$ cat src/rtl/coreriscv_axi4_beat_lock_arbiter_4.sv
`default_nettype none
// ============================================================================
// Module   : coreriscv_axi4_beat_lock_arbiter_4
// Brief    : 4-to-1 round-robin beat arbiter for header-routed channels.
//            The grant is locked to one input until that input's last beat
//            is accepted, and the winning beat sits in a one-entry output
//            register. Optional lock watchdog is enabled by the macro
//            CORERISCV_AXI4_BEAT_LOCK_ARB_WATCHDOG_EN.
// Revision : 1.0 - initial release
// ============================================================================
module coreriscv_axi4_beat_lock_arbiter_4 #(
    parameter int RESET_LAST_GRANT = 3
) (
    input  logic       clk,
    input  logic       reset,
    input  logic       io_in_0_valid,
    output logic       io_in_0_ready,
    input  logic [1:0] io_in_0_bits_header_src,
    input  logic [1:0] io_in_0_bits_header_dst,
    input  logic [1:0] io_in_0_bits_payload_manager_xact_id,
    input  logic       io_in_0_bits_last,
    input  logic       io_in_1_valid,
    output logic       io_in_1_ready,
    input  logic [1:0] io_in_1_bits_header_src,
    input  logic [1:0] io_in_1_bits_header_dst,
    input  logic [1:0] io_in_1_bits_payload_manager_xact_id,
    input  logic       io_in_1_bits_last,
    input  logic       io_in_2_valid,
    output logic       io_in_2_ready,
    input  logic [1:0] io_in_2_bits_header_src,
    input  logic [1:0] io_in_2_bits_header_dst,
    input  logic [1:0] io_in_2_bits_payload_manager_xact_id,
    input  logic       io_in_2_bits_last,
    input  logic       io_in_3_valid,
    output logic       io_in_3_ready,
    input  logic [1:0] io_in_3_bits_header_src,
    input  logic [1:0] io_in_3_bits_header_dst,
    input  logic [1:0] io_in_3_bits_payload_manager_xact_id,
    input  logic       io_in_3_bits_last,
    input  logic       io_out_ready,
    output logic       io_out_valid,
    output logic [1:0] io_out_bits_header_src,
    output logic [1:0] io_out_bits_header_dst,
    output logic [1:0] io_out_bits_payload_manager_xact_id,
    output logic       io_out_bits_last,
`ifdef CORERISCV_AXI4_BEAT_LOCK_ARB_WATCHDOG_EN
    output logic [7:0] io_lock_stall_cnt,
    output logic       io_lock_stall,
`endif
    output logic [1:0] io_chosen
);

    localparam logic [0:0] S_IDLE   = 1'b0;
    localparam logic [0:0] S_LOCKED = 1'b1;
    localparam logic [1:0] c_reset_last_grant = 2'(RESET_LAST_GRANT);

    logic [0:0] r_state;
    logic [0:0] w_state_nxt;
    logic [1:0] r_last_grant;
    logic [1:0] w_last_grant_nxt;
    logic [1:0] r_lock_idx;
    logic [1:0] w_lock_idx_nxt;

    logic       r_out_valid;
    logic [1:0] r_out_src;
    logic [1:0] r_out_dst;
    logic [1:0] r_out_xact;
    logic       r_out_last;
    logic [1:0] r_chosen;

    logic [3:0] w_valid;
    logic [3:0] w_ready;
    logic [1:0] w_gnt;
    logic       w_gnt_vld;
    logic       w_can_load;
    logic       w_acc;
    logic [1:0] w_sel_src;
    logic [1:0] w_sel_dst;
    logic [1:0] w_sel_xact;
    logic       w_sel_last;

    assign w_valid    = {io_in_3_valid, io_in_2_valid, io_in_1_valid, io_in_0_valid};
    assign w_can_load = !r_out_valid || io_out_ready;

    // Grant: locked input while a message is open, otherwise round-robin scan
    // starting just after the last completed grant. Descending loop so the
    // nearest valid input (smallest offset) overrides farther ones.
    always_comb begin
        w_gnt     = 2'd0;
        w_gnt_vld = 1'b0;
        if (r_state == S_LOCKED) begin
            w_gnt     = r_lock_idx;
            w_gnt_vld = 1'b1;
        end else begin
            for (int i = 3; i >= 0; i--) begin
                if (w_valid[r_last_grant + 2'(i + 1)]) begin
                    w_gnt     = r_last_grant + 2'(i + 1);
                    w_gnt_vld = 1'b1;
                end
            end
        end
    end

    // Ready goes only to the granted input, and only when the register can take a beat.
    assign w_ready = (w_gnt_vld && w_can_load) ? (4'b0001 << w_gnt) : 4'b0000;
    assign w_acc   = w_valid[w_gnt] && w_ready[w_gnt];

    assign io_in_0_ready = w_ready[0];
    assign io_in_1_ready = w_ready[1];
    assign io_in_2_ready = w_ready[2];
    assign io_in_3_ready = w_ready[3];

    // Beat field mux for the granted input.
    always_comb begin
        w_sel_src  = io_in_0_bits_header_src;
        w_sel_dst  = io_in_0_bits_header_dst;
        w_sel_xact = io_in_0_bits_payload_manager_xact_id;
        w_sel_last = io_in_0_bits_last;
        case (w_gnt)
            2'd1: begin
                w_sel_src  = io_in_1_bits_header_src;
                w_sel_dst  = io_in_1_bits_header_dst;
                w_sel_xact = io_in_1_bits_payload_manager_xact_id;
                w_sel_last = io_in_1_bits_last;
            end
            2'd2: begin
                w_sel_src  = io_in_2_bits_header_src;
                w_sel_dst  = io_in_2_bits_header_dst;
                w_sel_xact = io_in_2_bits_payload_manager_xact_id;
                w_sel_last = io_in_2_bits_last;
            end
            2'd3: begin
                w_sel_src  = io_in_3_bits_header_src;
                w_sel_dst  = io_in_3_bits_header_dst;
                w_sel_xact = io_in_3_bits_payload_manager_xact_id;
                w_sel_last = io_in_3_bits_last;
            end
            default: ;
        endcase
    end

    // Lock FSM next state; the round-robin pointer moves only on message completion.
    always_comb begin
        w_state_nxt      = r_state;
        w_last_grant_nxt = r_last_grant;
        w_lock_idx_nxt   = r_lock_idx;
        if (w_acc) begin
            if (w_sel_last) begin
                w_state_nxt      = S_IDLE;
                w_last_grant_nxt = w_gnt;
            end else if (r_state == S_IDLE) begin
                w_state_nxt    = S_LOCKED;
                w_lock_idx_nxt = w_gnt;
            end
        end
    end

    // FSM state and pointer registers.
    always_ff @(posedge clk) begin
        if (reset) begin
            r_state      <= S_IDLE;
            r_last_grant <= c_reset_last_grant;
            r_lock_idx   <= 2'd0;
        end else begin
            r_state      <= w_state_nxt;
            r_last_grant <= w_last_grant_nxt;
            r_lock_idx   <= w_lock_idx_nxt;
        end
    end

    // One-entry output register: load on accept (also when draining), clear on drain only.
    always_ff @(posedge clk) begin
        if (reset) begin
            r_out_valid <= 1'b0;
            r_out_src   <= 2'd0;
            r_out_dst   <= 2'd0;
            r_out_xact  <= 2'd0;
            r_out_last  <= 1'b0;
            r_chosen    <= 2'd0;
        end else if (w_acc) begin
            r_out_valid <= 1'b1;
            r_out_src   <= w_sel_src;
            r_out_dst   <= w_sel_dst;
            r_out_xact  <= w_sel_xact;
            r_out_last  <= w_sel_last;
            r_chosen    <= w_gnt;
        end else if (io_out_ready) begin
            r_out_valid <= 1'b0;
        end
    end

    assign io_out_valid                        = r_out_valid;
    assign io_out_bits_header_src              = r_out_src;
    assign io_out_bits_header_dst              = r_out_dst;
    assign io_out_bits_payload_manager_xact_id = r_out_xact;
    assign io_out_bits_last                    = r_out_last;
    assign io_chosen                           = r_chosen;

`ifdef CORERISCV_AXI4_BEAT_LOCK_ARB_WATCHDOG_EN
    logic [7:0] r_stall_cnt;

    // Count consecutive locked cycles with the locked input idle; saturate at 255.
    always_ff @(posedge clk) begin
        if (reset) begin
            r_stall_cnt <= 8'd0;
        end else if (r_state == S_LOCKED && !w_acc && !w_valid[r_lock_idx]) begin
            if (r_stall_cnt != 8'hFF) begin
                r_stall_cnt <= r_stall_cnt + 8'd1;
            end
        end else begin
            r_stall_cnt <= 8'd0;
        end
    end

    assign io_lock_stall_cnt = r_stall_cnt;
    assign io_lock_stall     = (r_stall_cnt == 8'hFF);
`endif

endmodule
`default_nettype wire

$ cat config.mk
export PLATFORM = sky130hd
export DESIGN_NAME = coreriscv_axi4_beat_lock_arbiter_4
export DESIGN_NICKNAME = d
export VERILOG_FILES = /design/src/rtl/coreriscv_axi4_beat_lock_arbiter_4.sv
export SDC_FILE = /design/constraint.sdc
export NUM_CORES = 1
export LEC_CHECK = 0
export BUFFER_PORTS_ARGS = -buffer_cell sky130_fd_sc_hd__clkbuf_2
export CORE_UTILIZATION = 51
export DETAILED_ROUTE_END_ITERATION = 6
export PLACE_DENSITY = 0.92
export SLEW_MARGIN = 5
export SYNTH_ARGS = -nofsm -noshare
export SYNTH_HDL_FRONTEND = slang
export SYNTH_SLANG_ARGS = --single-unit
$ cat constraint.sdc
create_clock -name clk -period 3.3 [get_ports clk]
set_clock_uncertainty 0.05 [all_clocks]
set_input_delay 0 -clock clk [delete_from_list [all_inputs] [get_ports clk]]
set_output_delay 0 -clock clk [all_outputs]
set_load 0.02 [all_outputs]
==> results of run 1 <==
## final timing paths
kind	start	to	slack [ns]	depth (start not counted)
setup / recovery	r_state	r_last_grant[0]	0.54	7
hold / removal	io_out_ready	io_out_valid	0.008	4
setup reg to reg	r_state	r_last_grant[0]	0.54	7
hold reg to reg	r_lock_idx[0]	r_lock_idx[0]	0.42	2
## layer usage
metal | global-route usage [%] | part of all wire [%] | vias to the layer above
met3 | 3.704 | 5.3 | 4
met4 | 8.095 | 1.3 | 0
li1 | - | - | 590
met5 | 0 | 0 | -
met2 | 46.00 | 51 | 44
met1 | 31.47 | 43 | 543
## cell families (layout without fill, tap and decap cells)
family          after synthesis  after routing  share of synthesized area, %
compound gates               30             30                         24.50
buf+inv                      12             59                         5.619
mux                          28             28                         23.75
simple gates                 49             49                         20.68
flops                        15             15                         25.45
## layout make-up
type / count / area share (%)
timing repair buffer: 49 / 17.11
sequential: 15 / 20.74
clock buffer: 3 / 1.556
multi-input combinational: 107 / 56.18
clock inverter: 1 / 0.3457
inverter: 6 / 1.642
tap: 28 / 2.420
## critical path, delay by kind of cell (launching register included)
kind | cells | cell delay (ns)
AO/OA/AOI/OAI | 4 | 1.43
flip-flops | 1 | 0.55
multiplexers | 1 | 0.27
AND/OR/NAND/NOR | 2 | 0.36
## power by group through the flow
stage / clock, mW / combinational [mW] / sequential [mW]
after floorplan: 0 / 0.897 / 0.378
after global placement: 0 / 1.14 / 0.331
after detailed placement: 0 / 1.16 / 0.337
after CTS: 0.109 / 1.17 / 0.332
after global routing: 0.119 / 1.26 / 0.343
final: 0.108 / 1.17 / 0.334
## cells in the mapped netlist (2+ instances only)
cell,n,area share [%]
nor2_1,21,6.7
nor4b_1,2,1.5
a21o_1,3,1.9
a21oi_1,3,1.3
nor3b_1,2,1.3
a211oi_1,2,1.3
nor2b_1,3,1.6
mux2i_1,28,24
buf_6,2,1.9
nor3_1,4,1.7
o21ai_0,3,1.3
dfxtp_1,15,25
nand2_1,7,2.2
nand2b_1,4,2.1
inv_1,5,1.6
## registers in the layout (all words and copies together) (netlist names), 2 cells and up
register and cells:
io_chosen 2, io_out_bits_header_dst 2, io_out_bits_header_src 2, io_out_bits_payload_manager_xact_id 2, r_last_grant 2, r_lock_idx 2
## per-stage QoR
step	instance area [µm²]	instances	hold WS (ns)
5_1_grt	1448	209	0.05492
3_3_place_gp	1420	205	0.3065
4_1_cts	1448	209	0.002889
6_report	1448	209	0.008079
3_5_place_dp	1420	205	0.3127
2_1_floorplan	1180	134	0.02931
==> qor.csv, run 1 <==
stage,metric,value,unit
synthesis,share of flip-flops with an asynchronous set or reset,0,%
cells_and_area,most frequent cells in the layout,"clkbuf_2, mux2i_1, nor2_1",
die,width of the die,50.10,µm
critical_path,CP max stage cell,dfxtp_1,
clocking,clk sinks,15,
power_and_ir_drop,Power per Cell Area,1111,mW/mm²
synthesis,Mapped Area,0.001180,mm²
cells_and_area,Fill cells,183,
grt,vias in the first global route,1096,
cells_and_area,Area Growth Syn to Fin,22.69,%
grt,initial antenna violation count,0,
clocking,cts bufs inserted,3,
power_and_ir_drop,static leakage,0.7153,nW
clocking,cts hold-fix bufs,0,
timing,Least-Margin Pin Slew,0.5331,ns
detailed_routing,Starting DRT DRC Count,18,
synthesis,"EDFF count, synth",0,
timing,RSZ-0062 raised after global routing,false,
die,core area,0.002191,mm²
cells_and_area,Layout Nets,217,
cells_and_area,Multi-input gate area,813.3,µm²
timing,Rel. slew slack,64.46,%
power_and_ir_drop,sw frac,50.38,%
detailed_routing,Pre-antenna DRT Iters,4,
clocking,Clock transition at path regs,0.10,ns
detailed_routing,antenna-violating nets left,0,
run_status,status,"complete, no violations",
critical_path,Max stage delay on crit path,0.55,ns
clocking,Setup Buffers After CTS,0,
grt,GRT overflow,0,
critical_path,Worst Path Max Fanout,15,
synthesis,Synth cell types,45,
synthesis,syn_area_per_cell,8.805,µm²
synthesis,syn_nets,169,
job,max-cap violations,0,
synthesis,Most used DFF post-synth,dfxtp_1,
cells_and_area,register area,300.3,µm²
clocking,TritonCTS clock tree,built,
grt,gr usage total,25.91,%
placed_design,dpl hpwl,2436,µm
worst_hold_path,worst min-delay path category,in -> reg,
critical_path,crit path DAT,2.89,ns
timing,# setup viols final,0,
timing,Final Max Tran Viols,0,
power_and_ir_drop,peak supply drop,0.0007171,V
die,Die H,50.10,µm
power_and_ir_drop,clock power share,6.7,%
synthesis,"Seq/Total Area, Yosys",25.45,%
clocking,clock tree buffer depth,2,
power_and_ir_drop,Sw Pwr,0.8105,mW
power_and_ir_drop,Reg power frac,20.7,%
cells_and_area,ratio of cells with drive above 1 in the final layout,34.25,%
detailed_routing,via count,1181,
power_and_ir_drop,Comb power frac,72.5,%
die,Initial Utilization,53.85,%
clocking,PostCTS Resize Cnt,0,
die,Boundary Pins,49,
cells_and_area,utilization after layout,66.08,%
critical_path,CP required,3.43,ns
timing,setup_tns,0,ns
power_and_ir_drop,Int Pwr,0.7982,mW
timing,"Hold Vio Cnt, Final",0,
detailed_routing,routed vias/inst,5.651,
critical_path,crit path kind,reg -> reg,
timing,fin crit period,2.763,ns
timing,final worst-path setup slack,0.5366,ns
die,Die Footprint,0.002510,mm²
clocking,Root Buffer,clkbuf_4,
placed_design,gpl congestion,0.9025,
grt,global-route wire length before repair,4926,µm
detailed_routing,wire per inst,14.46,µm
synthesis,Synth Instances,134,
grt,largest net degree at the start of global routing,16,
detailed_routing,# DRC,0,
cells_and_area,"most common cell after layout, fill and taps aside",clkbuf_2,
cells_and_area,ANT cells,0,
timing,fin crit share,83.74,%
placed_design,DP Worst Slack,0.5757,ns
placed_design,count of buffers from port buffering,48,
critical_path,Critical Path Start Type,register,
power_and_ir_drop,Pwr Total,1.609,mW
detailed_routing,drt total wl,3022,µm
clocking,Worst-Skew Late Latency,0.28,ns
critical_path,Worst Setup End Kind,register,
synthesis,post-synthesis register bit count,15,
timing,highest clock rate,361.9,MHz
clocking,H-tree levels,1,
synthesis,YS warnings,0,
die,row count,17,
critical_path,cell-by-cell trace of the critical path,nand2_1 > o31a_1 > a31oi_4 > mux2i_1 > o22ai_4 > nand3_1 > a221o_1,
Power figures use the tool's default switching activity.
==> run 2: changes to the inputs <==
CORE_UTILIZATION = 47   (was 51)
PLACE_DENSITY = 0.86   (was 0.92)
clock period = 2.77 ns   (was 3.3 ns; I/O delays follow)
==> run 2 against run 1 <==
Against the previous run: register-to-register slack got worse by 0.18 ns; critical path type unchanged; final area increased by 0.43%; critical endpoint is now r_lock_idx[1]; sequential share of layout area is 0.089 points lower; via count up 3.7%; first-iteration DRC count rose by 94%; clock power up 18%.
==> qor.csv, run 2 (same netlist as run 1, synthesis figures left out) <==
stage,metric,value,unit,change
critical_path,cell-by-cell trace of the critical path,nand2_1 > o31a_1 > a31oi_4 > buf_4 > nor3b_1 > a31o_1 > a211o_1 > a32o_1,,
power_and_ir_drop,Pwr Total,1.940,mW,+21%
die,core area,0.002297,mm²,+4.9%
timing,setup_tns,0,ns,unchanged
timing,Least-Margin Pin Slew,0.4719,ns,-0.06124 ns
power_and_ir_drop,Power per Cell Area,1334,mW/mm²,+20%
placed_design,gpl congestion,0.8851,,-1.9%
placed_design,dpl hpwl,2472,µm,+1.5%
cells_and_area,most frequent cells in the layout,"clkbuf_2, mux2i_1, nor2_1",,
grt,gr usage total,25.52,%,-0.39 points
cells_and_area,ANT cells,0,,unchanged
clocking,Worst-Skew Late Latency,0.28,ns,about the same
clocking,cts hold-fix bufs,0,,unchanged
critical_path,CP required,2.90,ns,-0.53 ns
timing,"Hold Vio Cnt, Final",0,,unchanged
detailed_routing,wire per inst,15.00,µm,+3.8%
power_and_ir_drop,static leakage,0.7176,nW,+0.32%
detailed_routing,Starting DRT DRC Count,35,,+17
timing,Final Hold Slack,0.01028,ns,+0.002198 ns
clocking,Setup Buffers After CTS,0,,unchanged
cells_and_area,ratio of cells with drive above 1 in the final layout,34.07,%,-0.19 points
critical_path,crit path kind,reg -> reg,,
placed_design,DP Worst Slack,0.3762,ns,-0.1995 ns
die,row count,17,,unchanged
cells_and_area,Area Growth Syn to Fin,23.22,%,
timing,Final Max Tran Viols,0,,unchanged
clocking,PostCTS Resize Cnt,0,,unchanged
grt,initial antenna violation count,0,,unchanged
die,width of the die,52.11,µm,+4.0%
cells_and_area,utilization after layout,63.29,%,-2.8 points
run_status,status,"complete, no violations",,
job,max-cap violations,0,,unchanged
timing,fin crit period,2.408,ns,-0.3550 ns
critical_path,buffers plus inverters on the worst setup path,1,,+1
worst_hold_path,worst min-delay path category,in -> reg,,
critical_path,"delay-heaviest family, CP",compound AO/OA/AOI/OAI gates,,
clocking,cts bufs inserted,3,,unchanged
detailed_routing,# DRC,0,,unchanged
detailed_routing,antenna-violating nets left,0,,unchanged
die,Die Footprint,0.002715,mm²,+8.2%
critical_path,CP max stage cell,dfxtp_1,,
critical_path,crit path DAT,2.54,ns,-0.35 ns
critical_path,register-to-register setup slack,0.36,ns,-0.18 ns
clocking,Root Buffer,clkbuf_4,,
clocking,TritonCTS clock tree,built,,
detailed_routing,via count,1225,,+3.7%
detailed_routing,drt total wl,3151,µm,+4.3%
placed_design,count of buffers from port buffering,48,,unchanged
grt,GRT overflow,0,,unchanged
timing,RSZ-0062 raised after global routing,false,,
die,Die H,52.11,µm,+4.0%
die,Boundary Pins,49,,unchanged
detailed_routing,Pre-antenna DRT Iters,4,,unchanged
cells_and_area,"most common cell after layout, fill and taps aside",clkbuf_2,,
power_and_ir_drop,peak supply drop,0.0007790,V,+8.6%
critical_path,Critical Path Start Type,register,,
critical_path,Worst Setup End Kind,register,,
clocking,Clock transition at path regs,0.09,ns,about the same
timing,Rel. slew slack,68.14,%,+3.7 points
critical_path,Worst Path Max Fanout,13,,-2
timing,fin crit share,86.95,%,+3.2 points
grt,global-route wire length before repair,5133,µm,+4.2%
clocking,clk sinks,15,,unchanged
clocking,H-tree levels,1,,unchanged
timing,highest clock rate,415.2,MHz,+15%
die,Initial Utilization,51.36,%,-2.5 points
grt,vias in the first global route,1269,,+16%
timing,# setup viols final,0,,unchanged
grt,largest net degree at the start of global routing,16,,unchanged
timing,final worst-path setup slack,0.3615,ns,-0.1750 ns
detailed_routing,routed vias/inst,5.833,,+3.2%
clocking,clock tree buffer depth,2,,unchanged
critical_path,Max stage delay on crit path,0.53,ns,-0.02 ns
cells_and_area,Layout Nets,218,,+0.46%
## run 2: cell types whose count changed in the layout (fill, tap and decap cells not counted)
cell,change
clkinv_2,-1
buf_4,+1
clkbuf_1,+1
## run 2: final timing paths
path,endpoint,cells past startpoint,from
hold reg to reg,r_lock_idx[0],2,r_lock_idx[0]
setup / recovery,r_lock_idx[1],8,r_state
setup reg to reg,r_lock_idx[1],8,r_state
hold / removal,io_out_valid,4,io_out_ready
## run 2: metrics by stage
stage | instances | cell area (µm²)
2_1_floorplan | 134 | 1180
3_3_place_gp | 206 | 1428
3_5_place_dp | 206 | 1428
4_1_cts | 210 | 1454
5_1_grt | 210 | 1454
6_report | 210 | 1454
## run 2: final cells by class
type | count | area, µm²
flip-flops and latches | 15 | 300.3
repair buffers | 50 | 255.2
inverters | 6 | 23.77
clock buffers | 4 | 26.28
multi-input cells | 107 | 813.3
fillers | 208 | 843.3
well taps | 28 | 35.03
## run 2: metal layers
| metal | wire length (µm) | vias up | GRT usage [%] |
|---|---|---|---|
| met2 | 1610 | 57 | 46.79 |
| met4 | 82 | 0 | 14.86 |
| met5 | 0 | - | 0 |
| li1 | - | 591 | - |
| met3 | 252 | 12 | 3.509 |
| met1 | 1205 | 565 | 27.30 |
## run 2: where the power goes
part	total [mW]	internal (mW)	switching, mW
clock	0.127	0.0559	0.0711
sequential	0.397	0.314	0.0834
combinational	1.42	0.597	0.819
## run 2: worst min-delay path, delay by kind of cell
family,cells,cell delay (ns)
and+or+nand+nor,3,0.22
buffers and inverters,1,0.09
